<file path="src/rtl/ifetch_line_responder_pkg.sv">
// Shared constants and state encoding for the instruction-fetch line responder.
// Optional performance counters are enabled by defining IFETCH_RESP_PERF_EN.
package ifetch_line_responder_pkg;

  localparam int ICACHE_LINE_BITS   = 256;
  localparam int ICACHE_OFFSET_BITS = 5;

  typedef enum logic [1:0] {
    IDLE   = 2'd0,
    LOOKUP = 2'd1,
    MISS   = 2'd2
  } ifetch_resp_state_t;

endpackage

</file>
<file path="src/rtl/ifetch_line_responder_array.sv">
// Direct-mapped line store: combinational read by index, one synchronous refill
// write port, valid bits cleared synchronously on rst.
module icache_line_array
  import ifetch_line_responder_pkg::*;
#(
  parameter int SETS      = 16,
  parameter int IDX       = 4,
  parameter int TAG_W     = 23,
  parameter int LINE_BITS = ICACHE_LINE_BITS
) (
  input  logic                 clk,
  input  logic                 rst,
  input  logic [IDX-1:0]       rd_idx,
  output logic                 rd_valid,
  output logic [TAG_W-1:0]     rd_tag,
  output logic [LINE_BITS-1:0] rd_line,
  input  logic                 we,
  input  logic [IDX-1:0]       wr_idx,
  input  logic [TAG_W-1:0]     wr_tag,
  input  logic [LINE_BITS-1:0] wr_line
);

  logic [SETS-1:0]      valid_q;
  logic [TAG_W-1:0]     tag_q  [SETS];
  logic [LINE_BITS-1:0] data_q [SETS];

  always_ff @(posedge clk) begin
    if (rst) begin
      valid_q <= '0;
    end else if (we) begin
      valid_q[wr_idx] <= 1'b1;
    end
  end

  // Tag and data need no reset: they are only trusted behind a valid bit.
  always_ff @(posedge clk) begin
    if (we) begin
      tag_q[wr_idx]  <= wr_tag;
      data_q[wr_idx] <= wr_line;
    end
  end

  assign rd_valid = valid_q[rd_idx];
  assign rd_tag   = tag_q[rd_idx];
  assign rd_line  = data_q[rd_idx];

endmodule

</file>
<file path="src/rtl/ifetch_line_responder.sv">
// Read-only direct-mapped instruction cache answering fetch's ufp_* reads and
// refilling 256-bit lines over dfp_*. Counters exist only with IFETCH_RESP_PERF_EN.
module ifetch_line_responder
  import ifetch_line_responder_pkg::*;
#(
  parameter int SETS      = 16,
  parameter int LINE_BITS = ICACHE_LINE_BITS
) (
  input  logic                 clk,
  input  logic                 rst,
  input  logic [31:0]          ufp_addr,
  input  logic [3:0]           ufp_rmask,
  output logic [31:0]          ufp_rdata,
  output logic                 ufp_resp,
  output logic [31:0]          dfp_addr,
  output logic                 dfp_read,
  input  logic [LINE_BITS-1:0] dfp_rdata,
  input  logic                 dfp_resp,
  output logic [31:0]          hit_count,
  output logic [31:0]          miss_count
);

  localparam int IDX   = $clog2(SETS);
  localparam int TAG_W = 32 - ICACHE_OFFSET_BITS - IDX;

  // Handshake: a request is any cycle with ufp_rmask != 0 while idle or while
  // a hit is being answered; ufp_resp is a single-cycle pulse for the captured
  // request; dfp_read rises with a stable dfp_addr and stays up until dfp_resp.

  ifetch_resp_state_t   state;
  logic [29:0]          req_word;
  logic                 refill_q;
  logic [LINE_BITS-1:0] refill_line;

  logic                 new_req;
  logic                 hit;
  logic [2:0]           req_off;
  logic [IDX-1:0]       req_idx;
  logic [TAG_W-1:0]     req_tag;
  logic                 rd_valid;
  logic [TAG_W-1:0]     rd_tag;
  logic [LINE_BITS-1:0] rd_line;
  logic                 array_we;
  logic                 unused_byte_bits;

  assign unused_byte_bits = ^ufp_addr[1:0];

  assign new_req = |ufp_rmask;
  assign req_off = req_word[2:0];
  assign req_idx = req_word[3 +: IDX];
  assign req_tag = req_word[29 -: TAG_W];

  assign hit      = (state == LOOKUP) && rd_valid && (rd_tag == req_tag);
  assign ufp_resp = hit;
  assign ufp_rdata = hit ? rd_line[{req_off, 5'b0} +: 32] : 32'd0;

  // The refill beat is staged one cycle before it reaches the array, so the
  // replayed lookup lands two cycles after dfp_resp.
  assign array_we = (state == MISS) && refill_q;

  icache_line_array #(
    .SETS      (SETS),
    .IDX       (IDX),
    .TAG_W     (TAG_W),
    .LINE_BITS (LINE_BITS)
  ) u_array (
    .clk      (clk),
    .rst      (rst),
    .rd_idx   (req_idx),
    .rd_valid (rd_valid),
    .rd_tag   (rd_tag),
    .rd_line  (rd_line),
    .we       (array_we),
    .wr_idx   (req_idx),
    .wr_tag   (req_tag),
    .wr_line  (refill_line)
  );

  always_ff @(posedge clk) begin
    if (dfp_read && dfp_resp) begin
      refill_line <= dfp_rdata;
    end
  end

  always_ff @(posedge clk) begin
    if (rst) begin
      state    <= IDLE;
      req_word <= '0;
      dfp_read <= 1'b0;
      dfp_addr <= '0;
      refill_q <= 1'b0;
    end else begin
      refill_q <= dfp_read && dfp_resp;
      case (state)
        IDLE: begin
          if (new_req) begin
            req_word <= ufp_addr[31:2];
            state    <= LOOKUP;
          end
        end
        LOOKUP: begin
          if (hit) begin
            if (new_req) begin
              req_word <= ufp_addr[31:2];
            end else begin
              state <= IDLE;
            end
          end else begin
            state    <= MISS;
            dfp_read <= 1'b1;
            dfp_addr <= {req_tag, req_idx, 5'b0};
          end
        end
        MISS: begin
          if (dfp_resp) begin
            dfp_read <= 1'b0;
          end
          if (refill_q) begin
            state <= LOOKUP;
          end
        end
        default: state <= IDLE;
      endcase
    end
  end

`ifdef IFETCH_RESP_PERF_EN
  logic [31:0] hit_q;
  logic [31:0] miss_q;

  always_ff @(posedge clk) begin
    if (rst) begin
      hit_q  <= '0;
      miss_q <= '0;
    end else begin
      if (hit) begin
        hit_q <= hit_q + 32'd1;
      end
      if ((state == LOOKUP) && !hit) begin
        miss_q <= miss_q + 32'd1;
      end
    end
  end

  assign hit_count  = hit_q;
  assign miss_count = miss_q;
`else
  assign hit_count  = 32'd0;
  assign miss_count = 32'd0;
`endif

endmodule
</file>
<file path="config.mk">
export PLATFORM = sky130hd
export DESIGN_NAME = ifetch_line_responder
export DESIGN_NICKNAME = d
export VERILOG_FILES = /design/src/rtl/ifetch_line_responder_pkg.sv /design/src/rtl/ifetch_line_responder_array.sv /design/src/rtl/ifetch_line_responder.sv
export SDC_FILE = /design/constraint.sdc
export NUM_CORES = 2
export LEC_CHECK = 0
export ABC_CLOCK_PERIOD_IN_PS = 26600
export BUFFER_PORTS_ARGS = -buffer_cell sky130_fd_sc_hd__buf_4
export CELL_PAD_IN_SITES_DETAIL_PLACEMENT = 0
export CELL_PAD_IN_SITES_GLOBAL_PLACEMENT = 1
export CORE_MARGIN = 1.5
export CORE_UTILIZATION = 40
export CTS_CLUSTER_SIZE = 30
export DETAILED_ROUTE_END_ITERATION = 8
export PLACE_DENSITY_LB_ADDON = 0.1
export SYNTH_ARGS = -nofsm -noshare
export SYNTH_HDL_FRONTEND = slang
export SYNTH_MEMORY_MAX_BITS = 65536
export SYNTH_SLANG_ARGS = --single-unit
</file>
<file path="constraint.sdc">
create_clock -name clk -period 26.6 [get_ports clk]
set_input_delay 5.32 -clock clk [delete_from_list [all_inputs] [get_ports clk]]
set_output_delay 5.32 -clock clk [all_outputs]
set_load 0.01 [all_outputs]
</file>
**After elaboration in Yosys (flattened, before gate mapping)**

Memory sizes are Yosys's and may differ from the RTL's. A register that Yosys moved wholly into a read port is not among the register bits.
Index checks and enable logic that the tools add are counted.

- Bits in registers: 333
- RAM bits: 4464
- Bits of input ports: 295
- Output and inout bits: 130
- Word-level logic and storage cells: 58
- Memories kept: 2

Memories:

| name | depth | bits a word | read ports | clocked after memory_dff | wr ports | RTL line | text |
|---|---|---|---|---|---|---|---|
| u_array.data_q | 16 | 256 | 1 | 1 | 1 | ifetch_line_responder_array.sv:25 | `logic [LINE_BITS-1:0] data_q [SETS];` |
| u_array.tag_q | 16 | 23 | 1 | 1 | 1 | ifetch_line_responder_array.sv:24 | `logic [TAG_W-1:0] tag_q [SETS];` |

- $lt $le $gt $ge: 2
- Equal/unequal tests: 9
- Shifts and indexed selects: 1
- Mux-type cells: 22
- Bitwise logic cells: 2
- Reductions and logical operators: 13

Operators by type and width:

| operator | number |
|---|---|
| indexed part select 256 x 9 -> 32 bit | 1 |
| 2-to-1 mux 30 bit | 2 |
| case mux 30 bit (2 select lines) | 1 |
| 2-to-1 mux 32 bit | 1 |
| == test 23 bit | 1 |
| 2-to-1 mux 4 bit | 4 |
| bitwise OR 16 bit | 1 |
| != test 2 bit, second input constant | 5 |
| 2-to-1 mux 2 bit | 4 |
| 2-to-1 mux 1 bit | 6 |
| case mux 2 bit (3 select lines) | 1 |
| AND reduction 3 bit | 2 |
| logical AND 1 bit | 5 |
| < comparator 4 x 5 -> 1 bit, second input constant | 1 |
| binary-select mux 1 bit (select 4 bit) | 1 |
| demux 1 bit (select 4 bit) | 1 |
| greater-or-equal comparator 4 x 1 -> 1 bit, second input constant | 1 |
| AND reduction 2 bit | 2 |
| nonzero test 2 bit | 2 |
| OR reduction 4 bit | 1 |
| != test 3 bit, second input constant | 1 |
| == test 2 x 1 -> 1 bit, second input constant | 1 |
| == test 2 bit, second input constant | 1 |
| logical NOT 2 bit | 1 |
| other kinds (2) | 2 |

**Logic depth before layout (Yosys ltp)**

- Depth after elaboration: 8
- Mapped depth: 15
- Depth with buffers taken out: 9

**Cells and area by module**

From an unflattened synthesis, not the netlist that was laid out.

- Cell total of the unflattened synthesis: 8088
- Area total of the unflattened synthesis: 181084.9 µm²

Modules (own cells, without submodules):

| module | instances | cells an instance | area each (µm²) | seq. area each (µm²) |
|---|---|---|---|---|
| icache_line_array | 1 | 7338 | 167952.3 | 134368.9 |
| ifetch_line_responder | 1 | 750 | 13132.6 | 8908.5 |

**Worst setup path after synthesis**

OpenSTA, ideal clock, no wires.

- Kind: reg2reg
- Start point: register state[1]
- End point: memory u_array.data_q[0][0] (netlist bit) (enable)
- Library setup time: 1.263 ns
- Data arrival time: 19.907 ns
- Required time: 25.337 ns
- Slack: 5.430 ns
- Stages on the path, launching flop included: 5
- Path buffers: 0
- Period minus slack after synthesis: 21.170 ns
- Cell sequence: dfxtp_1 > nand2_1 > or2_2 > or3_1 > nor3_1

- Cells in the longest elaborated chain, start to end: 4

Ends and longest elaborated chain:

| what | RTL line | text |
|---|---|---|
| from (decl) | ifetch_line_responder.sv:30 | `ifetch_resp_state_t state;` |
| from (signal assigned) | ifetch_line_responder.sv:87 | `state <= IDLE;` |
| from (signal assigned) | ifetch_line_responder.sv:98 | `state <= LOOKUP;` |
| from (signal assigned) | ifetch_line_responder.sv:106 | `state <= IDLE;` |
| == test 2 bit | ifetch_line_responder.sv:59 | `assign array_we = (state == MISS) && refill_q;` |
| logical AND 1 bit | ifetch_line_responder.sv:59 |  |
| 2-to-1 mux 1 bit | ifetch_line_responder_array.sv:37 | `if (we) begin` |
| 2-to-1 mux 1 bit (implied by the code) | ifetch_line_responder_array.sv:39 | `data_q[wr_idx] <= wr_line;` |
| to (decl) | ifetch_line_responder_array.sv:25 |  |

Every way passes these cells.

==> impl_metrics.py <==
metrics = {
    "worst_setup_path": {
        "worst_setup_path_end_kind": "output pin",
        "cpMostUsedCell": "buf_4",
        "crit_fanout": 56,
        "cp-start-kind": "flip-flop",
        "path_cells": "buf_4 -> buf_4 -> buf_4 -> buf_4 -> buf_4 -> mux4_2 -> mux4_2 -> mux4_2 -> mux2i_1 -> nor2_1 -> buf_4",
        "cp_slowest_cell": "mux2i_1",
        "arrival_ns": 9.07,
        "max_stage_delay_ns": 1.05,
        "crit_type": "reg2out",
        "worstPathRequired_ns": 21.28,
    },
    "floorplanning": {
        "initial_core_util_pct": 40.2,
        "die_x_um": 675,
        "io_pins": 425,
        "core_area_um2": 450000,
        "dieArea_um2": 456000,
        "die_h_um": 675,
        "fp-row-count": 246,
    },
    "logic_synthesis": {
        "synth-edff-count": 4720,
        "yosys.area_share.simple_pct": 0.644,
        "syn-mean-instance-area_um2": 25.4,
        "synth_compound_area_share_pct": 0.239,
        "yosysSeqAreaShare_pct": 79.3,
        "ys.flop_type": "edfxtp_1",
        "syn_inst": 7116,
        "synthXorXnorAreaFrac_pct": 0.0920,
        "synth_top_family_by_area": "multiplexers",
        "ys_warn_count": 0,
        "synth_area_um2": 181000,
        "ys_seq_elements": 4801,
        "synthMuxAreaShare_pct": 18.6,
        "synthArstFlopShare_pct": 0,
        "synth.distinct_cells": 51,
        "synth-adder-area-share_pct": 0,
    },
    "sta": {
        "skew_ns": 0.0479,
        "post-route-period-util_pct": 54.1,
        "min_period_ns": 14.39,
        "fmax_ghz": 0.0695,
        "tightest_slew_ns": 1.27,
        "final-hold-violation-count": 0,
        "setup_violations": 0,
        "final_max_slew_viol_count": 0,
        "rsz0062_at_grt": "no",
        "postLayoutSetupSlackWorst_ns": 12.21,
        "slew_headroom_pct": 13.1,
        "fin_setup_tns_ns": 0,
    },
    "global_routing": {
        "antenna_found_initial": 76,
        "grt_pass1_wl_um": 679000,
        "grt_overflow": 0,
        "grt_pass1_vias": 83977,
        "grt_max_degree": 108,
        "track_usage_pct": 21.5,
    },
    "clocking": {
        "clock_latency_ns": 1.04,
        "cts_tree": "built",
        "cts_made_buffers": 530,
        "clock-sinks": 4801,
        "cts-root-buf": "clkbuf_16",
        "hold_buffers": 0,
        "cts_setup_buffers": 0,
        "clk_pin_slew_ns": 0.06,
        "cts_resized": 0,
        "cts_buffer_depth": 4,
        "htree_levels": 6,
    },
    "power_and_ir_drop": {
        "pwr-share-clk_pct": 41.5,
        "p_seq_share_pct": 50.6,
        "p_leak_nw": 63.4,
        "combPwrFrac_pct": 7.9,
        "p_per_area_nw_per_um2": 80.5,
        "peakVddDrop_mv": 0.0664,
        "p_sw_share_pct": 22.6,
        "p_sw_mw": 3.77,
        "cell_internal_pwr_mw": 12.9,
    },
    "route": {
        "wire_per_inst_um": 34.7,
        "firstDrtPassIters": 5,
        "totalWireLength_um": 493000,
        "vias_per_cell": 5.69,
        "postRouteAntennaNets": 0,
        "drtIter0Drc": 8642,
        "detailroute.via_count": 80853,
        "drc": 0,
    },
    "place": {
        "placed_area_um2": 191000,
        "portBuffers": 353,
        "dpl.cell_count": 13252,
        "gp_congestion": 0.744,
        "dp_hpwl_um": 264000,
        "dp_slack_ns": 13.03,
    },
    "cells_and_area": {
        "fin_area_um2": 207000,
        "layout_common_cells": "4720 x edfxtp_1, 1430 x mux4_2, 547 x clkbuf_16",
        "syn_to_final_growth_pct": 14.6,
        "finalNetCount": 8127,
        "num-fill-cells": 36929,
        "final_cells": 14213,
        "final_common_cell": "edfxtp_1",
        "drive_above_1_share_pct": 32.9,
    },
    "run": {
        "cap_violations": 0,
    },
    "min_path": {
        "hold_class": "reg2reg",
    },
    "outcome": {
        "status": "completed",
    },
}
-- cell type report --
type	instances	area (um2)	share of cell area, %
well taps	5952	7450	3.59
clock inverters	270	2040	0.985
clock buffers	679	14200	6.86
multi-input cells	1953	35900	17.3
diodes	12	30.0	0.0145
repair buffers	542	4370	2.11
flip-flops and latches	4801	143000	69.1
inverters	4	22.5	0.0109
-- state kept, by name, summed over array words and instances (netlist names), named ones only --
register         count
u_array.data_q    4096
dfp_addr            27
dfp_read             1
refill_q             1
state                2
req_word            30
u_array.valid_q     16
refill_line        256
u_array.tag_q      368
-- kinds of logic after synthesis --
logic type | after synthesis
and+or+nand+nor | 227
DFF | 4801
xor gates and xnor gates | 19
other | 1
AOI/OAI and AO/OA | 59
muxes | 1579
buffers and inverters | 430
-- worst paths after layout --
kind	start	end	slack, ns	depth (start not counted)
max	flip-flop	ufp_rdata[1]	12.21	11
min	u_array.valid_q[8]	u_array.valid_q[8]	0.47	2
max reg2reg	flip-flop	flip-flop	18.87	12
min reg2reg	u_array.valid_q[8]	u_array.valid_q[8]	0.47	2
-- stage by stage --
stage	util [%]	hold slack (ns)	power, mW
after floorplan	-	0.435	9.38
after global placement	42.5	0.460	9.95
after detailed placement	42.5	0.461	9.95
after CTS	46.1	0.475	16.9
after global routing	46.1	0.489	17.2
final	46.1	0.470	16.7
-- worst max-delay path, delay by kind of cell, from the launching register on --
kind	cells	cell delay [ns]
buf+inv	6	4.16
mux	4	2.64
flops	1	0.86
simple gates	1	0.09
-- per-layer routing --
metal	share of wire [%]	vias up	GRT usage [%]
met2	48	2530	34.3
li1	-	32330	-
met3	5.4	568	2.97
met5	0.0028	-	0
met1	45	45421	31.8
met4	2.0	4	4.33
-- power groups by stage --
stage / combinational [mW] / sequential, mW / clock [mW]
finish: 1.32 / 8.44 / 6.93
CTS: 1.36 / 8.44 / 7.10
global route: 1.39 / 8.45 / 7.37
detailed placement: 1.36 / 8.60 / 0
global placement: 1.36 / 8.59 / 0
floorplan: 0.836 / 8.55 / 0
-- Yosys cell counts (all sizes together), types with 3 or more instances --
cell type,instances,area (um2)
nor4,4,25.0
inv,4,15.0
nand2b,93,582
mux2,16,180
dfxtp,81,1620
o21ba,3,30.0
edfxtp,4720,142000
mux4,1430,32200
o22ai,10,62.6
nand2,19,71.3
a21oi,10,61.3
mux2i,133,1330
o2111ai,3,26.3
a221oi,3,26.3
xnor2,9,78.8
or2,3,18.8
nor3,6,30.0
xor2,10,87.6
nor2,81,304
o21ai,7,35.0
a211oi,4,30.0
clkbuf,201,754
nor2b,9,56.3
and2,5,31.3
buf,225,1260
Power figures use the tool's default switching activity.
